## src/rtl/counter_pkg.sv

```systemverilog
// Shared definitions for the counter sweep sequencer: mode encodings,
// FSM states and default datapath widths.
package counter_pkg;

  localparam int WIDTH_DEF = 4;
  localparam int REP_W_DEF = 4;

  typedef enum logic [1:0] {
    MODE_UP   = 2'b00,
    MODE_DOWN = 2'b01,
    MODE_PING = 2'b10,
    MODE_RSVD = 2'b11
  } mode_e;

  typedef enum logic [1:0] {
    ST_IDLE = 2'b00,
    ST_RUN  = 2'b01,
    ST_DONE = 2'b10
  } state_e;

endpackage

```

## src/rtl/updown_core.sv

```systemverilog
// Up/down counter register: parallel load has priority over stepping.
module updown_core
  import counter_pkg::*;
#(
  parameter int WIDTH = WIDTH_DEF
) (
  input  logic             clk,
  input  logic             rst,
  input  logic             load,
  input  logic [WIDTH-1:0] d,
  input  logic             en,
  input  logic             up,
  output logic [WIDTH-1:0] q
);

  // Counter register; rst is active-low and asynchronous
  always_ff @(posedge clk or negedge rst) begin
    if (!rst) begin
      q <= '0;
    end else if (load) begin
      q <= d;
    end else if (en) begin
      q <= up ? q + 1'b1 : q - 1'b1;
    end
  end

endmodule

```

## src/rtl/counter_sweep_ctrl.sv

```systemverilog
// Sweep sequencer: accepts a range/mode/pass-count command and walks the
// updown_core counter through it, pulsing done at completion or err on a
// rejected command. All outputs come straight from registers.
module counter_sweep_ctrl
  import counter_pkg::*;
#(
  parameter int WIDTH = WIDTH_DEF,
  parameter int REP_W = REP_W_DEF
) (
  input  logic             clk,
  input  logic             rst,
  input  logic             start,
  input  logic [1:0]       mode,
  input  logic [WIDTH-1:0] lo,
  input  logic [WIDTH-1:0] hi,
  input  logic [REP_W-1:0] reps,
  input  logic             hold,
  input  logic             abort,
  output logic [WIDTH-1:0] count,
  output logic             up,
  output logic             busy,
  output logic             done,
  output logic             err
);

  state_e             state, state_nxt;
  mode_e              mode_r;
  logic [WIDTH-1:0]   lo_r, hi_r;
  logic [REP_W-1:0]   reps_r;
  logic [REP_W-1:0]   pass_cnt, pass_nxt, pass_inc;
  logic               up_nxt, err_nxt, cap;
  logic               ld, en, pass_end;
  logic [WIDTH-1:0]   ld_val;

  assign pass_inc = pass_cnt + 1'b1;

  // Last value of a pass: UP stops at hi, DOWN at lo, PINGPONG on the
  // way back down to lo (or every cycle when the range is a single value)
  always_comb begin
    pass_end = 1'b0;
    case (mode_r)
      MODE_UP:   pass_end = (count == hi_r);
      MODE_DOWN: pass_end = (count == lo_r);
      MODE_PING: pass_end = (lo_r == hi_r) || (!up && count == lo_r);
      default:   pass_end = 1'b0;
    endcase
  end

  // Next-state, datapath control and command validation
  always_comb begin
    state_nxt = state;
    pass_nxt  = pass_cnt;
    up_nxt    = up;
    err_nxt   = 1'b0;
    cap       = 1'b0;
    ld        = 1'b0;
    en        = 1'b0;
    ld_val    = count;
    case (state)
      ST_IDLE: begin
        if (start) begin
          if (lo > hi || reps == '0 || mode == MODE_RSVD) begin
            err_nxt = 1'b1;
          end else begin
            cap       = 1'b1;
            state_nxt = ST_RUN;
            pass_nxt  = '0;
            ld        = 1'b1;
            ld_val    = (mode == MODE_DOWN) ? hi : lo;
            up_nxt    = (mode != MODE_DOWN);
          end
        end
      end
      ST_RUN: begin
        if (abort) begin
          state_nxt = ST_IDLE;
        end else if (!hold) begin
          if (pass_end) begin
            pass_nxt = pass_inc;
            if (pass_inc == reps_r) begin
              state_nxt = ST_DONE;
            end else begin
              ld = 1'b1;
              case (mode_r)
                MODE_UP:   ld_val = lo_r;
                MODE_DOWN: ld_val = hi_r;
                default: begin
                  if (lo_r == hi_r) begin
                    ld_val = lo_r;
                  end else begin
                    ld_val = lo_r + 1'b1;
                    up_nxt = 1'b1;
                  end
                end
              endcase
            end
          end else if (mode_r == MODE_PING && up && count == hi_r) begin
            ld     = 1'b1;
            ld_val = hi_r - 1'b1;
            up_nxt = 1'b0;
          end else begin
            en = 1'b1;
          end
        end
      end
      ST_DONE: begin
        state_nxt = ST_IDLE;
      end
      default: begin
        state_nxt = ST_IDLE;
      end
    endcase
  end

  // State, direction, pass counter and status pulses
  always_ff @(posedge clk or negedge rst) begin
    if (!rst) begin
      state    <= ST_IDLE;
      up       <= 1'b1;
      pass_cnt <= '0;
      busy     <= 1'b0;
      done     <= 1'b0;
      err      <= 1'b0;
    end else begin
      state    <= state_nxt;
      up       <= up_nxt;
      pass_cnt <= pass_nxt;
      busy     <= (state_nxt == ST_RUN);
      done     <= (state_nxt == ST_DONE);
      err      <= err_nxt;
    end
  end

  // Command capture; only meaningful while a sweep is active
  always_ff @(posedge clk) begin
    if (cap) begin
      mode_r <= mode_e'(mode);
      lo_r   <= lo;
      hi_r   <= hi;
      reps_r <= reps;
    end
  end

  updown_core #(.WIDTH(WIDTH)) u_core (
    .clk  (clk),
    .rst  (rst),
    .load (ld),
    .d    (ld_val),
    .en   (en),
    .up   (up),
    .q    (count)
  );

endmodule

```

## config.mk

```make
export PLATFORM = sky130hd
export DESIGN_NAME = counter_sweep_ctrl
export DESIGN_NICKNAME = d
export VERILOG_FILES = /design/src/rtl/counter_pkg.sv /design/src/rtl/updown_core.sv /design/src/rtl/counter_sweep_ctrl.sv
export SDC_FILE = /design/constraint.sdc
export NUM_CORES = 1
export LEC_CHECK = 0
export CORE_ASPECT_RATIO = 1.4
export CORE_MARGIN = 2
export CORE_UTILIZATION = 49
export DETAILED_ROUTE_END_ITERATION = 16
export PLACE_DENSITY = 0.8
export SLEW_MARGIN = 20
export SYNTH_ARGS = -nofsm -noshare
export SYNTH_HDL_FRONTEND = slang
export SYNTH_SLANG_ARGS = --single-unit
```

## constraint.sdc

```tcl
create_clock -name clk -period 1.9 [get_ports clk]
set_input_delay 0.38 -clock clk [delete_from_list [all_inputs] [get_ports clk]]
set_output_delay 0.38 -clock clk [all_outputs]
set_load 0.01 [all_outputs]
```

Word-level counts from Yosys, hierarchy flattened. Cells that the tools add are included.

Logic and storage cells: 116. Register bits after elaboration: 28. Input port bits: 19. Output and inout port bits: 8.

Reduce and logical (&&, ||, !) cells: 16. Equality and inequality tests: 28. Mux-type cells: 55. Add/sub/neg operators: 5. Order comparisons: 1.

Operators with widths (count): two-way mux 4 bit (17); two-way mux 1 bit (25); inequality test 3 bit (second input constant) (8); case mux 4 bit (2 select lines) (3); == test 4 bit (4); adder 4 x 1 -> 4 bit (second input constant) (3); two-way mux 2 bit (6); inequality test 2 bit (second input constant) (5); AND reduction 9 bit (1); == test 2 x 1 -> 1 bit (second input constant) (4); inequality test 4 bit (second input constant) (2); AND reduction 8 bit (1); subtractor 4 x 1 -> 4 bit (second input constant) (2); == test 2 bit (second input constant) (3); AND reduction 6 bit (1); greater-than comparator 4 bit (1); logical NOT 2 bit (2); logical NOT 4 bit (1); case mux 1 bit (2 select lines) (2); case mux 2 bit (2 select lines) (1); nonzero test 2 bit (2); logical AND 1 bit (3); logical OR 1 bit (3); inequality test 3 x 1 -> 1 bit (second input constant) (1); 4 further kinds (4).

Longest topological paths before layout.
Depth in word-level cells: 10. Mapped depth: 10. Depth with buffers taken out: 9.

Modules after synthesis. From an unflattened synthesis, not the netlist that was laid out.

Cell total of the unflattened synthesis: 224. Area, all modules: 2120.8 um^2.

Modules (own cells, without submodules): counter_sweep_ctrl (area an instance 1809.2 um^2, times used 1, seq. area each 671.9 um^2, cells an instance 192); updown_core (area an instance 311.5 um^2, times used 1, seq. area each 100.1 um^2, cells an instance 32).

Worst setup path after synthesis. OpenSTA, ideal clock, no wires.

Path kind: input to register. Start: in hi[2]. End: reg u_core.q[3]. Stages on the path: 9. Arrival: 2.274 ns. Setup time: 0.124 ns. Required time: 1.776 ns. Path buffers: 0. Setup slack: -0.498 ns. Cells stage by stage: inv_1 > ha_1 > nand4_1 > a221oi_1 > o211ai_1 > inv_1 > o31ai_4 > a21o_1 > a211o_1.

Word-level cells in the longest chain between the ends: 8. Elaborated cells on any way between the ends: 16. Classes of those cells: order compare: 1; eq/ne: 7; mux: 4; reduce/logical: 4.

RTL lines: from (decl) (RTL line counter_sweep_ctrl.sv:15) `input logic [WIDTH-1:0] hi,`; greater-than comparator 4 bit (*) (RTL line counter_sweep_ctrl.sv:62) `if (lo > hi || reps == '0 || mode == MODE_RSVD) begin`; logical OR 1 bit (*) (2 in series) (RTL line counter_sweep_ctrl.sv:62); two-way mux 1 bit (RTL line counter_sweep_ctrl.sv:62); two-way mux 1 bit (RTL line counter_sweep_ctrl.sv:61) `if (start) begin`; case mux 1 bit (2 select lines) (RTL line counter_sweep_ctrl.sv:59) `case (state)`; inequality test 4 bit (no line) (tied with other cells); AND reduction 8 bit (no line); to (signal assigned) (RTL line updown_core.sv:23) `q <= up ? q + 1'b1 : q - 1'b1;`; to (decl) (RTL line updown_core.sv:13) `output logic [WIDTH-1:0] q`.

Every way passes the cells marked *; elsewhere a longest branch is shown, timed or not. A chain may end at the register's enable or synchronous reset.

Worst setup path after layout.
Start: reg hi_r[0]. End: reg u_core.q[0].

Word-level cells in the longest chain between the ends: 9. Elaborated cells on any way between the ends: 34. Classes of those cells: add/sub: 1; eq/ne: 9; mux: 20; reduce/logical: 4.

RTL lines: from (decl) (RTL line counter_sweep_ctrl.sv:28) `logic [WIDTH-1:0] lo_r, hi_r;`; from (signal assigned) (RTL line counter_sweep_ctrl.sv:139) `hi_r <= hi;`; == test 4 bit (on tied branches); logical OR 1 bit (tied with other cells) (RTL line counter_sweep_ctrl.sv:44) `MODE_PING: pass_end = (lo_r == hi_r) || (!up && count == lo_r);`; case mux 1 bit (3 select lines) (tied with other cells) (RTL line counter_sweep_ctrl.sv:41) `case (mode_r)`; two-way mux 1 bit / two-way mux 4 bit (equally long branches) (RTL line counter_sweep_ctrl.sv:78, counter_sweep_ctrl.sv:80); two-way mux 1 bit / two-way mux 4 bit (equally long branches) (RTL line counter_sweep_ctrl.sv:77, counter_sweep_ctrl.sv:78); two-way mux 1 bit / two-way mux 4 bit (equally long branches) (RTL line counter_sweep_ctrl.sv:75, counter_sweep_ctrl.sv:77); case mux 1 bit (2 select lines) (tied with other cells) (RTL line counter_sweep_ctrl.sv:59); inequality test 4 bit (no line) (tied with other cells); AND reduction 8 bit (no line) / two-way mux 4 bit (equally long branches).

Parallel ways exist; a longest one is shown, timed or not. The select of a mux whose other input is x is not followed.

==> impl_results.md <==
- Rows: 27
- Worst hold start: hi[2]
- Final Core Density: 82.9%
- Crit path launch type: flip-flop
- TritonCTS clock tree: yes
- Critical Path RT: 2.06 ns
- R2R Setup Slk: -0.38 ns
- Total gr overflow: 0
- H-tree depth: 1
- CTS Buf Count: 3
- Tmin final: 2.28 ns
- Synth warn: 0
- Total GRT Usage: 26.4%
- Crit-path max cell delay: 0.48 ns
- Clk pin slew, worst setup/hold paths: 0.10 ns
- Core ar.: 0.00388 mm²
- Critical path fanouts, max: 9
- Setup TNS: -4.34 ns
- Reg2reg start: hi_r[0]
- Clk buf depth: 2
- Critical path depth: 9
- First-pass GRT wire length: 9.33 mm
- CP arrival: 2.44 ns
- Max cap viols: 0
- Seq/Total Area, Yosys: 39.6%
- Crit. Startpoint: hi_r[0]
- Synthesized cell area: 0.00195 mm²
- Synth Flop Type: edfxtp_1
- DRT Pass-1 Iters: 5
- DIE WIDTH: 57.3 µm
- Buf+Inv Stages, Crit Path: 2
- Antenna cells: 0
- Port Buffer Count: 26
- Place WS: -1.01 ns
- Post-DR vias/cell: 6.33
- Netlist cell types: 49
- Routed len/inst: 21.4 µm
- Relative slew slack: 64.3%
- CP delay by family, top: compound AO/OA/AOI/OAI gates
- Slew of the pin with the lowest slew margin: 0.533 ns
- Asr flop ratio synth: 50.0%
- Failing checks: negative setup slack
- Placed Area: 0.00279 mm²
- Die height: 78.6 µm
- Top-area cell type share of the netlist area: 21.6%
- Hold crit path type: input port to flip-flop
- Final Cell Area: 0.00322 mm²
- Initial Utilization: 50.1%
- Hold Crit Depth: 1
- Crit-path cells: buf_4, xnor2_2, nand4_1, a2bb2oi_2, and2_4, buf_12, o21a_1, o21ai_0, a21oi_1
- Max stage delay cell, worst path: edfxtp_1
- Clk Latency, worst-skew pair: 0.28 ns
- DR vias: 2,140
- # hold bufs at CTS: 0
- Mapped Cells: 196
- Hold Vio Cnt, Final: 0
- Final GP Congestion: 0.906
- Hold_ws: 0.277 ns
- Fmax: 439 MHz
- EDFF count, synth: 14
- Flops & latches, synth: 28
- Clock sink total: 28
- Largest net degree at the start of global routing: 17
- Root buffer cell: clkbuf_8
- Worst Skew: 0.00804 ns
- Unrepaired setup endpoints after global routing: true
- Mean post-synth cell area: 9.94 µm²
- Worst setup EP type: flip-flop
- Mapped Nets: 225
- Inst Count DP: 316
- Fin crit share: 120%
- Initial antenna violation count: 0
- Status: finished with violations
- WL final: 7.23 mm
- Non-Filler Instances: 338
- # nets final: 325
- Synth area leaders: edfxtp_1 22%, dfrtp_1 17%, ha_1 5.8%
- Final Setup Violations: 27
- # DRC: 0
- Remaining antenna violation count after routing: 0
- Post-DP HPWL: 4.21 mm
- Overall power: 3.03 mW
- Boundary pin count: 27
- Leak Pwr: 1.36 nW
- Die ar.: 0.00450 mm²
- Peak supply drop: 0.917 mV
- Pwr dens: 942 mW/mm²
- Cell accounting for the most synthesized area: edfxtp_1
- Share of layout cells above drive strength 1: 46.8%
- Number of global-route vias before repair: 2,030
- R2R depth: 9
- CP Class: flip-flop to flip-flop
- Setup slack after layout: -0.380 ns
- Slew Limit Fails: 0
- DR iter-0 viols: 141
- Syn-to-layout area delta: 65.3%
final timing paths:
path                               end
setup / recovery           u_core.q[0]
hold / removal                 hi_r[2]
setup reg to reg           u_core.q[0]
hold reg to reg            u_core.q[3]
max in group asynchronous           up
min in group asynchronous  pass_cnt[1]
area by class of cell:
type                    count  area (µm²)
clock buffers               4        66.3
repair buffers            102         898
multi-input cells         148        1350
flip-flops and latches     28         774
well taps                  43        53.8
inverters                  13        78.8
fillers                   207         666
layer usage:
layer	routed length [µm]	part of all wire, %	track usage, %	vias up
met1	2570	35	31.2	1027
met5	0	0	0	-
met2	3820	53	49.2	139
met3	410	5.7	2.31	44
met4	428	5.9	8.60	0
li1	-	-	-	930
worst reg2reg max path, stage by stage, from the launching register on:
cell and delay, ns:
edfxtp_1 0.48, buf_4 0.18, xnor2_2 0.16, nand4_1 0.19
a2bb2oi_2 0.21, and2_4 0.19, buf_12 0.16, o21a_1 0.22
o21ai_0 0.24, a21oi_1 0.13
cells by family after synthesis:
family	share of synthesized area, %
AOI/OAI and AO/OA	20.4
buffers and inverters	4.69
muxes	2.12
DFF	39.6
xor gates and xnor gates	9.89
and+or+nand+nor	16.5
adders and majority gates	6.81
layout by cell type, fill, tap and decap left out, types with 3 or more instances in the layout:
cell and n:
xnor2_1 8, mux2i_1 3, nand2_1 10, ha_4 4, a21oi_1 9, nor2_1 9, clkdlybuf4s50_1 13, clkbuf_8 3
dlygate4sd2_1 5, xnor2_2 3, buf_4 69, xor2_1 7, nor2b_1 5, nor3_1 4, buf_6 5, edfxtp_1 14
ha_1 5, nand4_1 5, buf_12 4, inv_1 8, o211ai_1 4, nand3_1 5, o21ai_2 3, a31oi_1 3
xor2_2 4, dfrtp_1 11, o21ai_0 6, buf_2 3
sequential cells by signal, summed over array words and instances (netlist names):
signal,flops
state,2
reps_r,4
busy,1
done,1
err,1
mode_r,2
hi_r,4
lo_r,4
pass_cnt,4
u_core.q,4
up,1
where the power goes:
group / switching, mW / internal, mW
Sequential: 0.131 / 0.762
Combinational: 0.840 / 0.873
Clock: 0.198 / 0.230
Total: 1.17 / 1.86
Yosys cell counts, drive strengths merged, types with 4 or more instances:
cell,n
clkbuf,4
dfrtp,13
nand2,12
o211ai,4
nor2,10
a21oi,10
nor4,4
o31ai,4
ha,9
xor2,11
nand4,5
edfxtp,14
xnor2,11
a31oi,5
nor2b,5
inv,13
and2,4
nand3,5
nor3,8
o21ai,10
what timing repair did:
| action | CTS | global route |
|---|---|---|
| gates cloned | 0 | 1 |
| gates resized for setup | 48 | 41 |
| pin swaps | 9 | 10 |
| buffers inserted | 5 | 13 |
| setup endpoints to repair | 28 | 27 |
Note: power is estimated with default switching activity, not from simulation.
